--- src/rtl/matrix_row_scanner_if.sv ---
// Code-offer handshake between a 2-of-5 digit source and the row scanner.
// The source drives code_in/code_valid and holds them stable until code_ready.
interface matrix_row_scanner_if;
  logic [4:0] code_in;
  logic       code_valid;
  logic       code_ready;

  modport master (
    output code_in,
    output code_valid,
    input  code_ready
  );

  modport slave (
    input  code_in,
    input  code_valid,
    output code_ready
  );
endinterface

--- src/rtl/matrix_row_scanner.sv ---
// Row scanner feeding the 7-row line decoder: takes 2-of-5 digits, blanks for one
// row slot, then scans L1..L7 with DIV cycles per row.
//
// state | meaning
// IDLE  | no digit shown yet, row_sel blank, accepting codes
// SCAN  | rows L1..L7 cycling every DIV cycles, accepting codes
// BLANK | row_sel blank for DIV cycles before the new digit appears, not accepting
module matrix_row_scanner #(
  parameter int DIV = 1000
) (
  input  logic                 clk,
  input  logic                 rst_n,
  matrix_row_scanner_if.slave  code_bus,
  output logic [2:0]           row_sel,
  output logic [3:0]           digit,
  output logic                 digit_valid,
  output logic                 code_err,
  output logic                 frame_start
);

  localparam int             PW        = (DIV > 1) ? $clog2(DIV) : 1;
  localparam logic [PW-1:0]  LAST      = PW'(DIV - 1);
  localparam logic [PW-1:0]  ONE       = PW'(1);
  localparam logic [2:0]     ROW_BLANK = 3'b111;
  localparam logic [2:0]     ROW_L1    = 3'b110;
  localparam logic [2:0]     ROW_L7    = 3'b000;

  typedef enum logic [1:0] {
    IDLE  = 2'd0,
    SCAN  = 2'd1,
    BLANK = 2'd2
  } state_t;

  state_t        state, state_nxt;
  logic [PW-1:0] presc, presc_nxt;
  logic [2:0]    row_nxt;
  logic [3:0]    digit_nxt;
  logic [3:0]    pending, pending_nxt;
  logic          dv_nxt;
  logic          err_nxt;
  logic          fs_nxt;
  logic          ready;
  logic          xfer;
  logic [4:0]    dec;

  // Returns {valid, digit}; the ten listed codes are exactly the two-hot patterns,
  // so anything else is an invalid code.
  function automatic logic [4:0] decode_2of5(input logic [4:0] c);
    logic [4:0] r;
    case (c)
      5'b00011: r = {1'b1, 4'd1};
      5'b00101: r = {1'b1, 4'd2};
      5'b00110: r = {1'b1, 4'd3};
      5'b01001: r = {1'b1, 4'd4};
      5'b01010: r = {1'b1, 4'd5};
      5'b01100: r = {1'b1, 4'd6};
      5'b10001: r = {1'b1, 4'd7};
      5'b10010: r = {1'b1, 4'd8};
      5'b10100: r = {1'b1, 4'd9};
      5'b11000: r = {1'b1, 4'd0};
      default:  r = 5'b0_0000;
    endcase
    return r;
  endfunction

  assign ready               = (state != BLANK);
  assign code_bus.code_ready = ready;
  assign xfer                = code_bus.code_valid && ready;
  assign dec                 = decode_2of5(code_bus.code_in);

  always_ff @(posedge clk or negedge rst_n) begin
    if (!rst_n) begin
      state       <= IDLE;
      presc       <= '0;
      row_sel     <= ROW_BLANK;
      digit       <= 4'd0;
      pending     <= 4'd0;
      digit_valid <= 1'b0;
      code_err    <= 1'b0;
      frame_start <= 1'b0;
    end else begin
      state       <= state_nxt;
      presc       <= presc_nxt;
      row_sel     <= row_nxt;
      digit       <= digit_nxt;
      pending     <= pending_nxt;
      digit_valid <= dv_nxt;
      code_err    <= err_nxt;
      frame_start <= fs_nxt;
    end
  end

  always_comb begin
    state_nxt   = state;
    presc_nxt   = presc;
    row_nxt     = row_sel;
    digit_nxt   = digit;
    pending_nxt = pending;
    dv_nxt      = digit_valid;
    err_nxt     = code_err;
    fs_nxt      = 1'b0;

    case (state)
      SCAN: begin
        if (presc == LAST) begin
          presc_nxt = '0;
          // L7 (000) wraps to L1 (110), skipping the blank code
          if (row_sel == ROW_L7) begin
            row_nxt = ROW_L1;
            fs_nxt  = 1'b1;
          end else begin
            row_nxt = row_sel - 3'd1;
          end
        end else begin
          presc_nxt = presc + ONE;
        end
      end
      BLANK: begin
        if (presc == LAST) begin
          state_nxt = SCAN;
          presc_nxt = '0;
          row_nxt   = ROW_L1;
          fs_nxt    = 1'b1;
          digit_nxt = pending;
          dv_nxt    = 1'b1;
        end else begin
          presc_nxt = presc + ONE;
        end
      end
      default: begin
        row_nxt = ROW_BLANK;
      end
    endcase

    // An accepted valid code aborts whatever frame is running.
    if (xfer) begin
      if (dec[4]) begin
        pending_nxt = dec[3:0];
        err_nxt     = 1'b0;
        state_nxt   = BLANK;
        presc_nxt   = '0;
        row_nxt     = ROW_BLANK;
        fs_nxt      = 1'b0;
      end else begin
        err_nxt     = 1'b1;
      end
    end
  end

endmodule

--- src/flat_wrapper.sv ---
// flat-port wrapper written by rule: the top's interface ports become plain ports
module matrix_row_scanner_flat 
#(
  parameter int DIV = 1000
)
  (clk, rst_n, row_sel, digit, digit_valid, code_err, frame_start, code_bus_code_in, code_bus_code_valid, code_bus_code_ready);
  matrix_row_scanner_if code_bus_i ();
  input  logic clk;
  input  logic rst_n;
  output logic [2:0] row_sel;
  output logic [3:0] digit;
  output logic digit_valid;
  output logic code_err;
  output logic frame_start;
  input wire logic [$bits(code_bus_i.code_in)-1:0] code_bus_code_in;
  input wire logic [$bits(code_bus_i.code_valid)-1:0] code_bus_code_valid;
  output wire logic [$bits(code_bus_i.code_ready)-1:0] code_bus_code_ready;
  assign code_bus_i.code_in = code_bus_code_in;
  assign code_bus_i.code_valid = code_bus_code_valid;
  assign code_bus_code_ready = code_bus_i.code_ready;
  matrix_row_scanner #(.DIV(DIV)) u_core (.clk(clk), .rst_n(rst_n), .code_bus(code_bus_i), .row_sel(row_sel), .digit(digit), .digit_valid(digit_valid), .code_err(code_err), .frame_start(frame_start));
endmodule
--- config.mk ---
export PLATFORM = sky130hd
export DESIGN_NAME = matrix_row_scanner_flat
export DESIGN_NICKNAME = d
export VERILOG_FILES = /design/src/rtl/matrix_row_scanner_if.sv /design/src/rtl/matrix_row_scanner.sv /design/src/flat_wrapper.sv
export SDC_FILE = /design/constraint.sdc
export NUM_CORES = 1
export LEC_CHECK = 0
export ABC_AREA = 0
export BUFFER_PORTS_ARGS = -buffer_cell sky130_fd_sc_hd__buf_2
export CORE_MARGIN = 2
export CORE_UTILIZATION = 57
export CTS_CLUSTER_DIAMETER = 50
export DETAILED_ROUTE_END_ITERATION = 16
export PLACE_DENSITY = 0.79
export SKIP_CTS_REPAIR_TIMING = 1
export SLEW_MARGIN = 20
export SYNTH_ARGS = -nofsm -noshare
export SYNTH_HDL_FRONTEND = slang
export SYNTH_SLANG_ARGS = --single-unit
--- constraint.sdc ---
create_clock -name clk -period 1.9 [get_ports clk]
set_input_delay 0.19 -clock clk [delete_from_list [all_inputs] [get_ports clk]]
set_output_delay 0.19 -clock clk [all_outputs]
set_load 0.01 [all_outputs]
### Word level (Yosys, flattened, before mapping)

Memory sizes are Yosys's and may differ from the RTL's.
Cells that the tools add are included.

| word-level totals | value |
|---|---|
| flip-flop bits (word level) | 26 |
| bits in read-only memories | 160 |
| input port bits | 8 |
| output and inout port bits | 11 |
| word-level logic and storage cells | 41 |
| memories | 1 |

| operators by class | value |
|---|---|
| $add $sub $neg | 2 |
| equal/unequal tests | 4 |
| muxes and demuxes | 21 |
| reductions and logical operators | 5 |

Memory list:

| name | depth | width | read ports | clocked after memory_dff | wr ports | line | source |
|---|---|---|---|---|---|---|---|
| (no name shown) | 32 | 5 | 1 | 0 | 0 | matrix_row_scanner.sv:50 | `case (c)` |

Operators with widths:

| kind | count |
|---|---|
| two-way mux 10 bit | 4 |
| two-way mux 3 bit | 5 |
| adder 10 x 1 -> 10 bit, second input constant | 1 |
| equality test 10 bit, second input constant | 1 |
| two-way mux 2 bit | 4 |
| two-way mux 1 bit | 6 |
| one-hot mux 3 bit (2 select lines) | 1 |
| AND reduction 2 bit | 2 |
| logical NOT 3 bit | 1 |
| subtractor 3 x 1 -> 3 bit, second input constant | 1 |
| equality test 2 x 1 -> 1 bit, second input constant | 1 |
| equality test 2 bit, second input constant | 1 |
| != test 2 bit, second input constant | 1 |
| one-hot mux 1 bit (2 select lines) | 1 |
| OR reduction 2 bit | 1 |
| logical AND 1 bit | 1 |

### Logic depth before layout (Yosys ltp)

Gate-level depths: netlist of run 1.

| depth | value |
|---|---|
| depth after elaboration | 6 |
| depth in mapped cells | 7 |
| mapped depth without buffers | 6 |

### Worst setup path after synthesis of run 1

OpenSTA, ideal clock, no wires.

| timing | value |
|---|---|
| path type | register to register |
| start point | reg u_core.state[0] |
| end point | reg u_core.pending[0] |
| library setup time | 0.127 ns |
| arrival time | 1.576 ns |
| data required time | 1.773 ns |
| setup slack | 0.197 ns |
| cell stages (with the launch flop) | 8 |
| path buffers | 1 |
| clock period less this slack | 1.703 ns |
| path through | dfrtp_1 inv_1 ha_1 nor2b_1 nand3_1 a211oi_2 buf_6 mux2_1 |

| on the way | value |
|---|---|
| word-level cells in the longest chain between the ends | 3 |

RTL lines:

| item | line | source |
|---|---|---|
| from (decl) | matrix_row_scanner.sv:34 | `state_t state, state_nxt;` |
| from (signal assigned) | matrix_row_scanner.sv:82 | `state <= state_nxt;` |
| != test 2 bit | matrix_row_scanner.sv:66 | `assign ready = (state != BLANK);` |
| logical AND 1 bit | matrix_row_scanner.sv:68 | `assign xfer = code_bus.code_valid && ready;` |
| AND reduction 2 bit (no line) | - |  |
| to (signal assigned) | matrix_row_scanner.sv:86 | `pending <= pending_nxt;` |
| to (decl) | matrix_row_scanner.sv:38 | `logic [3:0] pending, pending_nxt;` |

Every way passes these cells.
A chain may end at the register's enable or synchronous reset.

### Worst setup path in the final report of run 1

| timing | value |
|---|---|
| start point | reg u_core.presc[0] |
| end point | reg u_core.row_sel[0] |

| on the way | value |
|---|---|
| word-level cells in the longest chain between the ends | 5 |
| elaborated cells on any way between the ends | 6 |
| classes of those cells | eq/ne (1); mux (5) |

RTL lines:

| item | line | source |
|---|---|---|
| from (decl) | matrix_row_scanner.sv:35 | `logic [PW-1:0] presc, presc_nxt;` |
| from (signal assigned) | matrix_row_scanner.sv:83 | `presc <= presc_nxt;` |
| equality test 10 bit (*) | matrix_row_scanner.sv:105, matrix_row_scanner.sv:119 |  |
| two-way mux 3 bit (on tied branches) | matrix_row_scanner.sv:119, matrix_row_scanner.sv:105 |  |
| one-hot mux 3 bit (2 select lines) (*) | matrix_row_scanner.sv:103 | `case (state)` |
| two-way mux 3 bit | matrix_row_scanner.sv:137 | `if (dec[4]) begin` |
| two-way mux 3 bit (*) | matrix_row_scanner.sv:136 | `if (xfer) begin` |
| net u_core.row_nxt[0] | matrix_row_scanner.sv:36 | `logic [2:0] row_nxt;` |
| to (signal assigned) | matrix_row_scanner.sv:84 | `row_sel <= row_nxt;` |
| to (decl) | matrix_row_scanner.sv:14 | `output logic [2:0] row_sel,` |

Mark *: on every way through the listed nets, which the timed path passes. The rest lies on a longest branch.

==> results.yml, run 1 <==
setup_path:
  critical_path_peak_fanout: 9
  cp.required_ns: 2.14
  cp_data_arrival_time_ns: 2.06
  critical_path_class: "register to register"
  setup.worst_path.start_class: "register"
  endpoint_kind: "register"
timing:
  finClkSkew_ns: 0.00237
  relSlewSlack: 0.621
  setup_viol: 0
  setup_slack_ns: 0.0802
  fin_crit_sh: 0.958
  hold_ws_ns: 0.254
  worst_pin_slew_ns: 0.569
  final_hold_viol_count: 0
  layout_min_cycle_time_ns: 1.82
  slew_viol_final: 0
  max_freq_mhz: 550
pwr:
  power_leakage_uw: 0.000851
  internal_power_uw: 1210
  power_frac_clock: 0.124
  seq_power_share: 0.463
  p_per_area_nw_per_um2: 1090
  power_uw: 1900
  peakVddDrop_mv: 0.688
  sw_frac_of_total: 0.364
  switching_power_uw: 692
  pwr-share-comb: 0.413
synthesis:
  netlist.area_leader.share: 0.378
  synth_most_common_cell: "dfrtp_1"
  synthFlopType: "dfrtp_1"
  async_flop_share: 1.00
  yosys-top-cells-count: "dfrtp_1 (23), inv_1 (12), ha_1 (9)"
  yosysTopAreaCell: "dfrtp_1"
  synth_seq_cells: 26
  synthDistinctLibCells: 47
  ys_top_cells_by_area: "dfrtp_1 (38%), ha_1 (7.4%), mux2_1 (5.9%), dfstp_2 (5.2%), inv_1 (3.0%)"
  yosysWarningCount: 0
  netlist_instances: 149
  syn_area_per_cell_um2: 10.2
  synth.cell_area_um2: 1520
  synth_edf_count: 0
  syn_nets: 166
  ys_seq_area_frac: 0.430
place:
  buffer_ports.inserted: 18
  hpwl_mm: 2.07
  place_ws_ns: -0.0439
  gp_congestion: 0.918
clock_tree:
  cts_root_buf: "clkbuf_4"
  cts_made_buffers: 3
  h-tree-depth: 1
  cts_tree: "built"
  worstSkewPairLatency_ns: 0.31
  clockBufferDepth: 2
  clkTransAtPathRegs_ns: 0.13
  clock_sinks: 26
die:
  fp.dieW_um: 55.7
  die-height_um: 55.7
  core_um2: 2500
  rows: 18
  initial_core_util: 0.609
  num_io_pins: 19
  die_area_um2: 3100
layout:
  multi_input_area_um2: 792
  register_area_um2: 654
  final_util: 0.701
  fill_cells: 183
  n_antenna_cell: 0
  fin_nets: 197
  layout-drive-gt1-share: 0.251
  area_growth_pct: 15.1
global_route:
  grt_pass1_wl_mm: 5.11
  grt_pass1_vias: 1165
  grt_remaining_overflow: 0
  grt_max_degree: 27
  grt_use_total: 0.205
  antenna_found_initial: 0
routing:
  ant_nets: 0
  wirelength_mm: 2.87
  drt-pass1-iter-count: 4
  wire_per_inst_um: 13.7
  drc: 0
  vias: 1191
  viasPerCell: 5.70
  drt-initial-drc-count: 29
flow_run:
  max_cap_violations: 0
outcome:
  status: "finished clean"
hold_path:
  hold_path_class: "input port to register"
-- final timing paths --
kind | depth (start not counted) | slack, ns | from | end
worst max-delay path | 6 | 0.08 | u_core.presc[0]$_DFF_PN0_ | u_core.row_sel[0]$_DFF_PN1_
worst min-delay path | 4 | 0.25 | code_bus_code_valid | u_core.code_err$_DFFE_PN0P_
worst max register to register | 6 | 0.08 | u_core.presc[0]$_DFF_PN0_ | u_core.row_sel[0]$_DFF_PN1_
worst min register to register | 1 | 0.48 | u_core.digit_valid$_DFFE_PN0N_ | u_core.digit_valid$_DFFE_PN0N_
max in group asynchronous | 2 | 1.14 | rst_n | u_core.pending[1]$_DFFE_PN0P_
min in group asynchronous | 2 | 0.39 | rst_n | u_core.presc[3]$_DFF_PN0_
-- critical path: stages (launching register included) --
cell      delay (ns)
dfrtp_1         0.42
ha_2            0.21
nand4b_1        0.18
nor3_4          0.08
buf_4           0.17
and4_1          0.19
or4_1           0.50
-- per-layer routing --
metal | vias to the layer above | part of all wire | routed length (um) | global-route usage
met2 | 25 | 0.42 | 1210 | 0.323
met3 | 12 | 0.032 | 92 | 0.0326
li1 | 591 | - | - | -
met4 | 0 | 0.043 | 122 | 0.115
met1 | 563 | 0.50 | 1440 | 0.268
met5 | - | 0 | 0 | 0
-- final cells by class --
type                    count  share of cell area
multi-input cells         105               0.452
flip-flops and latches     26               0.373
repair buffers             32               0.113
inverters                  12              0.0257
well taps                  30              0.0214
clock buffers               4              0.0150
-- registers in the layout, indices dropped and copies added, names as in the netlist --
name	flops
u_core.digit	4
u_core.row_sel	3
u_core.frame_start	1
u_core.digit_valid	1
u_core.state	2
u_core.presc	10
u_core.pending	4
u_core.code_err	1
-- per-stage QoR --
| step | TNS [ns] | area, um^2 | cells |
|---|---|---|---|
| 2_1_floorplan | 0 | 1520 | 149 |
| 3_5_place_dp | -0.0439 | 1690 | 201 |
| 3_3_place_gp | 0 | 1690 | 201 |
| 5_1_grt | -0.00793 | 1750 | 209 |
| 6_report | 0 | 1750 | 209 |
| 4_1_cts | 0 | 1720 | 205 |
-- cell usage in the layout, fill, tap and decap left out, types with 2 or more instances in the layout --
cell and instances:
dfrtp_1 23, buf_2 18, buf_4 13, inv_1 12
nand2_1 8, nor2_1 8, mux2_1 8, ha_1 8
a21oi_1 7, nor3_1 6, xnor2_1 5, nand3b_1 4
nand3_1 4, nand2b_1 3, clkbuf_4 3, dfstp_2 3
or2_2 2, nand4_1 2, nand4b_1 2, or4_1 2
nor2b_1 2, xor2_1 2, o21ai_0 2, or3_1 2
nor3b_1 2, o31ai_1 2, o21a_1 2, mux2i_1 2
-- power by group through the flow --
stage	clock network, uW	logic [uW]	registers [uW]
after floorplan	0	525	892
final	235	786	882
after global routing	267	896	905
after detailed placement	0	758	896
after global placement	0	735	883
after CTS	248	767	884
-- logic make-up after synthesis --
kind of cell	Yosys count	share of synthesized area
adders and majority gates	10	0.0813
DFF	26	0.430
AOI/OAI and AO/OA	23	0.108
and+or+nand+nor	55	0.217
muxes	10	0.0723
buffers and inverters	18	0.0518
xor gates and xnor gates	7	0.0403
(Power assumes the default switching activity.)
==> inputs of run 2 (changes only) <==
==> constraint.sdc (replaced) <==
create_clock -name clk -period 1.8 [get_ports clk]
set_input_delay 0.18 -clock clk [delete_from_list [all_inputs] [get_ports clk]]
set_output_delay 0.18 -clock clk [all_outputs]
set_load 0.01 [all_outputs]
==> run 2 against run 1 <==
Compared with the run above: critical path depth is 1 lower; routed wire length is 11% higher; non-clock buffer count grew 13; clock skew up 0.0046 ns; final area up 8.4%; global-route usage is 1.1 points higher; final cell count is 6.2% higher; critical path type unchanged; fmax grew 4.7%; worst setup slack worse by 0.019 ns.
==> results.yml, run 2 (same netlist as run 1, synthesis figures left out) <==
outcome:
  status: "finished clean"
routing:
  viasPerCell: 5.75
  vias: 1277
  drt-initial-drc-count: 46
  ant_nets: 0
  drc: 0
  wirelength_mm: 3.18
  drt-pass1-iter-count: 4
  wire_per_inst_um: 14.3
layout:
  area_growth_pct: 24.8
  final_util: 0.760
  fin_nets: 210
  top_register: "u_core.presc"
  final_common_cell: "buf_4"
  layout-drive-gt1-share: 0.328
  final_cells: 222
  reg_top3: "u_core.presc x10, u_core.digit x4, u_core.pending x4"
  final_cell_mix: "buf_4 (26), dfrtp_1 (23), buf_2 (18)"
  largest_reg_flops: 10
  n_antenna_cell: 0
clock_tree:
  clock_sinks: 26
  cts_made_buffers: 3
  clkTransAtPathRegs_ns: 0.14
  cts_root_buf: "clkbuf_4"
  worstSkewPairLatency_ns: 0.32
  h-tree-depth: 1
  cts_tree: "built"
  clockBufferDepth: 2
pwr:
  p_per_area_nw_per_um2: 1190
  power_leakage_uw: 0.000937
  peakVddDrop_mv: 0.975
  power_uw: 2270
setup_path:
  critical_path_peak_fanout: 7
  cp.required_ns: 2.01
  critical_path_class: "register to register"
  cp_num_buf_inv: 0
  cp_top_family: "simple AND/OR/NAND/NOR gates"
  r2r_setup_slack_ns: 0.06
  crit_chain: "ha_2 -> nand4b_1 -> nor3_4 -> nand2_4 -> mux2_1"
  setup.worst_path.start_class: "register"
  cp.depth: 5
  r2r-end: "u_core.digit[3]$_DFFE_PN0N_"
  regToRegStartpoint: "u_core.presc[1]$_DFF_PN0_"
  worstRegToRegCells: 5
  cp_data_arrival_time_ns: 1.95
  endpoint_kind: "register"
  crit_path_top_delay_cell: "dfrtp_1"
  max_stage_delay_ns: 0.41
timing:
  max_freq_mhz: 575
  final_hold_viol_count: 0
  layout_min_cycle_time_ns: 1.74
  relSlewSlack: 0.621
  finClkSkew_ns: 0.00700
  setup_tns_ns: 0
  rsz0062_at_grt: "true"
  setup_viol: 0
  fin_crit_sh: 0.966
  slew_viol_final: 0
  setup_slack_ns: 0.0617
  worst_pin_slew_ns: 0.569
place:
  place_inst: 214
  buffer_ports.inserted: 18
  place_ws_ns: -0.0674
  gp_congestion: 0.887
  hpwl_mm: 2.30
hold_path:
  hold_path_class: "input port to register"
  hold_depth: 4
  worstHoldStart: "code_bus_code_valid"
  hold_end: "u_core.code_err$_DFFE_PN0P_"
global_route:
  grt_remaining_overflow: 0
  grt_pass1_vias: 1263
  antenna_found_initial: 0
  grt_max_degree: 27
  grt_pass1_wl_mm: 5.43
  grt_use_total: 0.216
die:
  die_area_um2: 3100
  rows: 18
  fp.dieW_um: 55.7
  core_um2: 2500
  initial_core_util: 0.609
  die-height_um: 55.7
  num_io_pins: 19
flow_run:
  max_cap_violations: 0
[run 2: cell type report]
class	count	area, um^2
inverter	12	45.0
timing repair buffer	45	295
tap	30	37.5
fill	177	599
clock inverter	1	30.0
sequential	26	654
multi-input combinational	105	816
clock buffer	3	22.5
[run 2: worst reg2reg max path, delay by kind of cell, from the launching register on]
kind / cells / cell delay (ns)
simple gates: 3 / 0.68
mux: 1 / 0.34
fa+ha+maj: 1 / 0.20
flops: 1 / 0.41
[run 2: worst max path at each step]
stage,slack (ns),to,start
2_1_floorplan,0.1,u_core.pending[0]$_DFFE_PN0P_,u_core.state[0]$_DFF_PN0_
3_3_place_gp,-0.04,u_core.row_sel[0]$_DFF_PN1_,code_bus_code_in[0]
3_5_place_dp,-0.07,u_core.row_sel[0]$_DFF_PN1_,code_bus_code_in[0]
4_1_cts,0.003,u_core.pending[1]$_DFFE_PN0P_,u_core.state[0]$_DFF_PN0_
5_1_grt,-0.02,u_core.row_sel[0]$_DFF_PN1_,u_core.presc[1]$_DFF_PN0_
6_report,0.06,u_core.digit[3]$_DFFE_PN0N_,u_core.presc[1]$_DFF_PN0_
[run 2: through the flow]
stage,cell area [um^2],hold WS (ns)
2_1_floorplan,1520,-0.116
3_3_place_gp,1790,0.199
3_5_place_dp,1790,0.210
4_1_cts,1840,-0.159
5_1_grt,1900,0.224
6_report,1900,0.217
[run 2: per-layer routing]
layer	wire length, um	GRT usage
met5	0	0
met2	1580	0.376
met4	48	0.0801
met1	1430	0.270
met3	122	0.0349
[run 2: report_power, final]
part / internal, uW / leakage [uW] / total, uW / switching [uW]
Sequential: 785 / 0.000333 / 932 / 147
Clock: 225 / 0.0000279 / 398 / 173
Combinational: 468 / 0.000576 / 940 / 472
==> inputs of run 3 (changes only) <==
--- a/config.mk
+++ b/config.mk
@@ -6,12 +6,12 @@
 export NUM_CORES = 1
 export LEC_CHECK = 0
 export ABC_AREA = 0
-export BUFFER_PORTS_ARGS = -buffer_cell sky130_fd_sc_hd__buf_2
 export CORE_MARGIN = 2
-export CORE_UTILIZATION = 57
+export CORE_UTILIZATION = 60
 export CTS_CLUSTER_DIAMETER = 50
 export DETAILED_ROUTE_END_ITERATION = 16
-export PLACE_DENSITY = 0.79
+export DONT_BUFFER_PORTS = 1
+export PLACE_DENSITY = 0.76
 export SKIP_CTS_REPAIR_TIMING = 1
 export SLEW_MARGIN = 20
 export SYNTH_ARGS = -nofsm -noshare
==> run 3 against run 2 <==
Compared with the run above: routed wire length fell by 6.2%; final area decreased by 7.0%; highest routed layer unchanged; total power shrank 3.9%; critical path depth did not move.
==> results.yml, run 3 (same netlist as run 1, synthesis figures left out) <==
outcome:
  status: "finished clean"
layout:
  layout-drive-gt1-share: 0.234
  multi_input_area_um2: 813
  fin_area_um2: 1770
  register_area_um2: 654
  final_util: 0.727
  final_cell_mix: "dfrtp_1 (23), buf_4 (18), inv_1 (12)"
  area_growth_pct: 16.1
  final_cells: 197
  top_register: "u_core.presc"
  largest_reg_flops: 10
  n_antenna_cell: 0
  fill_cells: 159
  reg_top3: "u_core.presc x10, u_core.digit x4, u_core.pending x4"
  fin_nets: 185
  final_common_cell: "dfrtp_1"
pwr:
  switching_power_uw: 751
  internal_power_uw: 1430
  sw_frac_of_total: 0.344
  p_per_area_nw_per_um2: 1230
  seq_power_share: 0.441
  power_uw: 2180
  power_leakage_uw: 0.000833
  pwr-share-comb: 0.374
  peakVddDrop_mv: 0.923
  power_frac_clock: 0.185
timing:
  final_hold_viol_count: 0
  finClkSkew_ns: 0.00786
  layout_min_cycle_time_ns: 1.74
  setup_viol: 0
  max_freq_mhz: 575
  slew_viol_final: 0
  fin_crit_sh: 0.967
  worst_pin_slew_ns: 0.470
  setup_slack_ns: 0.0595
  rsz0062_at_grt: "true"
  relSlewSlack: 0.683
die:
  initial_core_util: 0.626
  core_um2: 2430
  num_io_pins: 19
  die-height_um: 54.4
  rows: 18
  fp.dieW_um: 54.4
  die_area_um2: 2960
clock_tree:
  clockBufferDepth: 2
  h-tree-depth: 1
  clock_sinks: 26
  cts_made_buffers: 3
  cts_tree: "built"
  cts_root_buf: "clkbuf_4"
  clkTransAtPathRegs_ns: 0.15
  worstSkewPairLatency_ns: 0.33
routing:
  wirelength_mm: 2.98
  drt-initial-drc-count: 19
  vias: 1159
  ant_nets: 0
  wire_per_inst_um: 15.1
  viasPerCell: 5.88
  drt-pass1-iter-count: 4
  drc: 0
setup_path:
  crit_chain: "ha_2 -> nand4b_1 -> nor3_4 -> nand2_4 -> mux2_4"
  setup.worst_path.start_class: "register"
  cp.required_ns: 2.02
  cp_data_arrival_time_ns: 1.96
  critical_path_peak_fanout: 8
  max_stage_delay_ns: 0.41
  endpoint_kind: "register"
  critical_path_class: "register to register"
  crit_path_top_delay_cell: "dfrtp_1"
place:
  gp_congestion: 0.809
  hpwl_mm: 2.16
  buffer_ports.inserted: 0
  place_inst: 186
  placed_area_um2: 1620
  place_ws_ns: 0.0218
global_route:
  grt_pass1_vias: 1126
  antenna_found_initial: 0
  grt_use_total: 0.226
  grt_pass1_wl_mm: 4.80
  grt_remaining_overflow: 0
  grt_max_degree: 27
flow_run:
  max_cap_violations: 0
hold_path:
  hold_path_class: "input port to register"
## run 3: cell types whose count changed in the layout (fill, tap and decap cells not counted)
cell | previous run | this run
buf_2 | 18 | 0
buf_12 | 0 | 1
mux2_4 | 0 | 3
nor3_2 | 1 | 0
nor2b_2 | 0 | 1
nor2b_4 | 1 | 0
a21oi_2 | 1 | 0
mux2_1 | 8 | 5
nor3_1 | 5 | 6
buf_4 | 26 | 18
a21oi_1 | 6 | 7
## run 3: metrics by stage
stage          hold slack, ns  setup TNS, ns
2_1_floorplan          -0.116              0
3_3_place_gp           -0.115              0
3_5_place_dp           -0.115              0
4_1_cts                -0.494              0
5_1_grt                 0.141         -0.312
6_report                0.153              0
## run 3: final timing paths
| kind | start | to | slack [ns] | depth (start not counted) |
|---|---|---|---|---|
| max | u_core.presc[1]$_DFF_PN0_ | u_core.digit[2]$_DFFE_PN0N_ | 0.06 | 5 |
| min | code_bus_code_in[2] | u_core.pending[0]$_DFFE_PN0P_ | 0.15 | 2 |
| max reg2reg | u_core.presc[1]$_DFF_PN0_ | u_core.digit[2]$_DFFE_PN0N_ | 0.06 | 5 |
| min reg2reg | u_core.pending[1]$_DFFE_PN0P_ | u_core.digit[1]$_DFFE_PN0N_ | 0.51 | 1 |
| max in group asynchronous | rst_n | u_core.row_sel[2]$_DFF_PN1_ | 1.31 | 2 |
| min in group asynchronous | rst_n | u_core.presc[0]$_DFF_PN0_ | 0.26 | 2 |
## run 3: power by group through the flow
stage | combinational (uW) | clock [uW] | sequential (uW)
5_1_grt | 899 | 438 | 995
6_report | 816 | 403 | 964
4_1_cts | 741 | 414 | 964
3_5_place_dp | 735 | 0 | 979
3_3_place_gp | 700 | 0 | 969
2_1_floorplan | 554 | 0 | 941
## run 3: area by class of cell
cell class,count,share of cell area
Timing Repair Buffer,20,0.0934
Clock inverter,1,0.0170
Inverter,12,0.0255
Sequential cell,26,0.370
Tap cell,30,0.0212
Multi-Input combinational cell,105,0.460
Clock buffer,3,0.0127
## run 3: layer usage
| layer | global-route usage | vias to the layer above | routed length [um] |
|---|---|---|---|
| met5 | 0 | - | 0 |
| met3 | 0.0328 | 10 | 92 |
| met4 | 0.0875 | 0 | 73 |
| met2 | 0.410 | 23 | 1530 |
| met1 | 0.267 | 566 | 1290 |
| li1 | - | 560 | - |
## run 3: critical path, delay by kind of cell, from the launching register on
family                     cells  cell delay (ns)
DFF                            1             0.41
muxes                          1             0.33
and+or+nand+nor                3             0.70
adders and majority gates      1             0.20
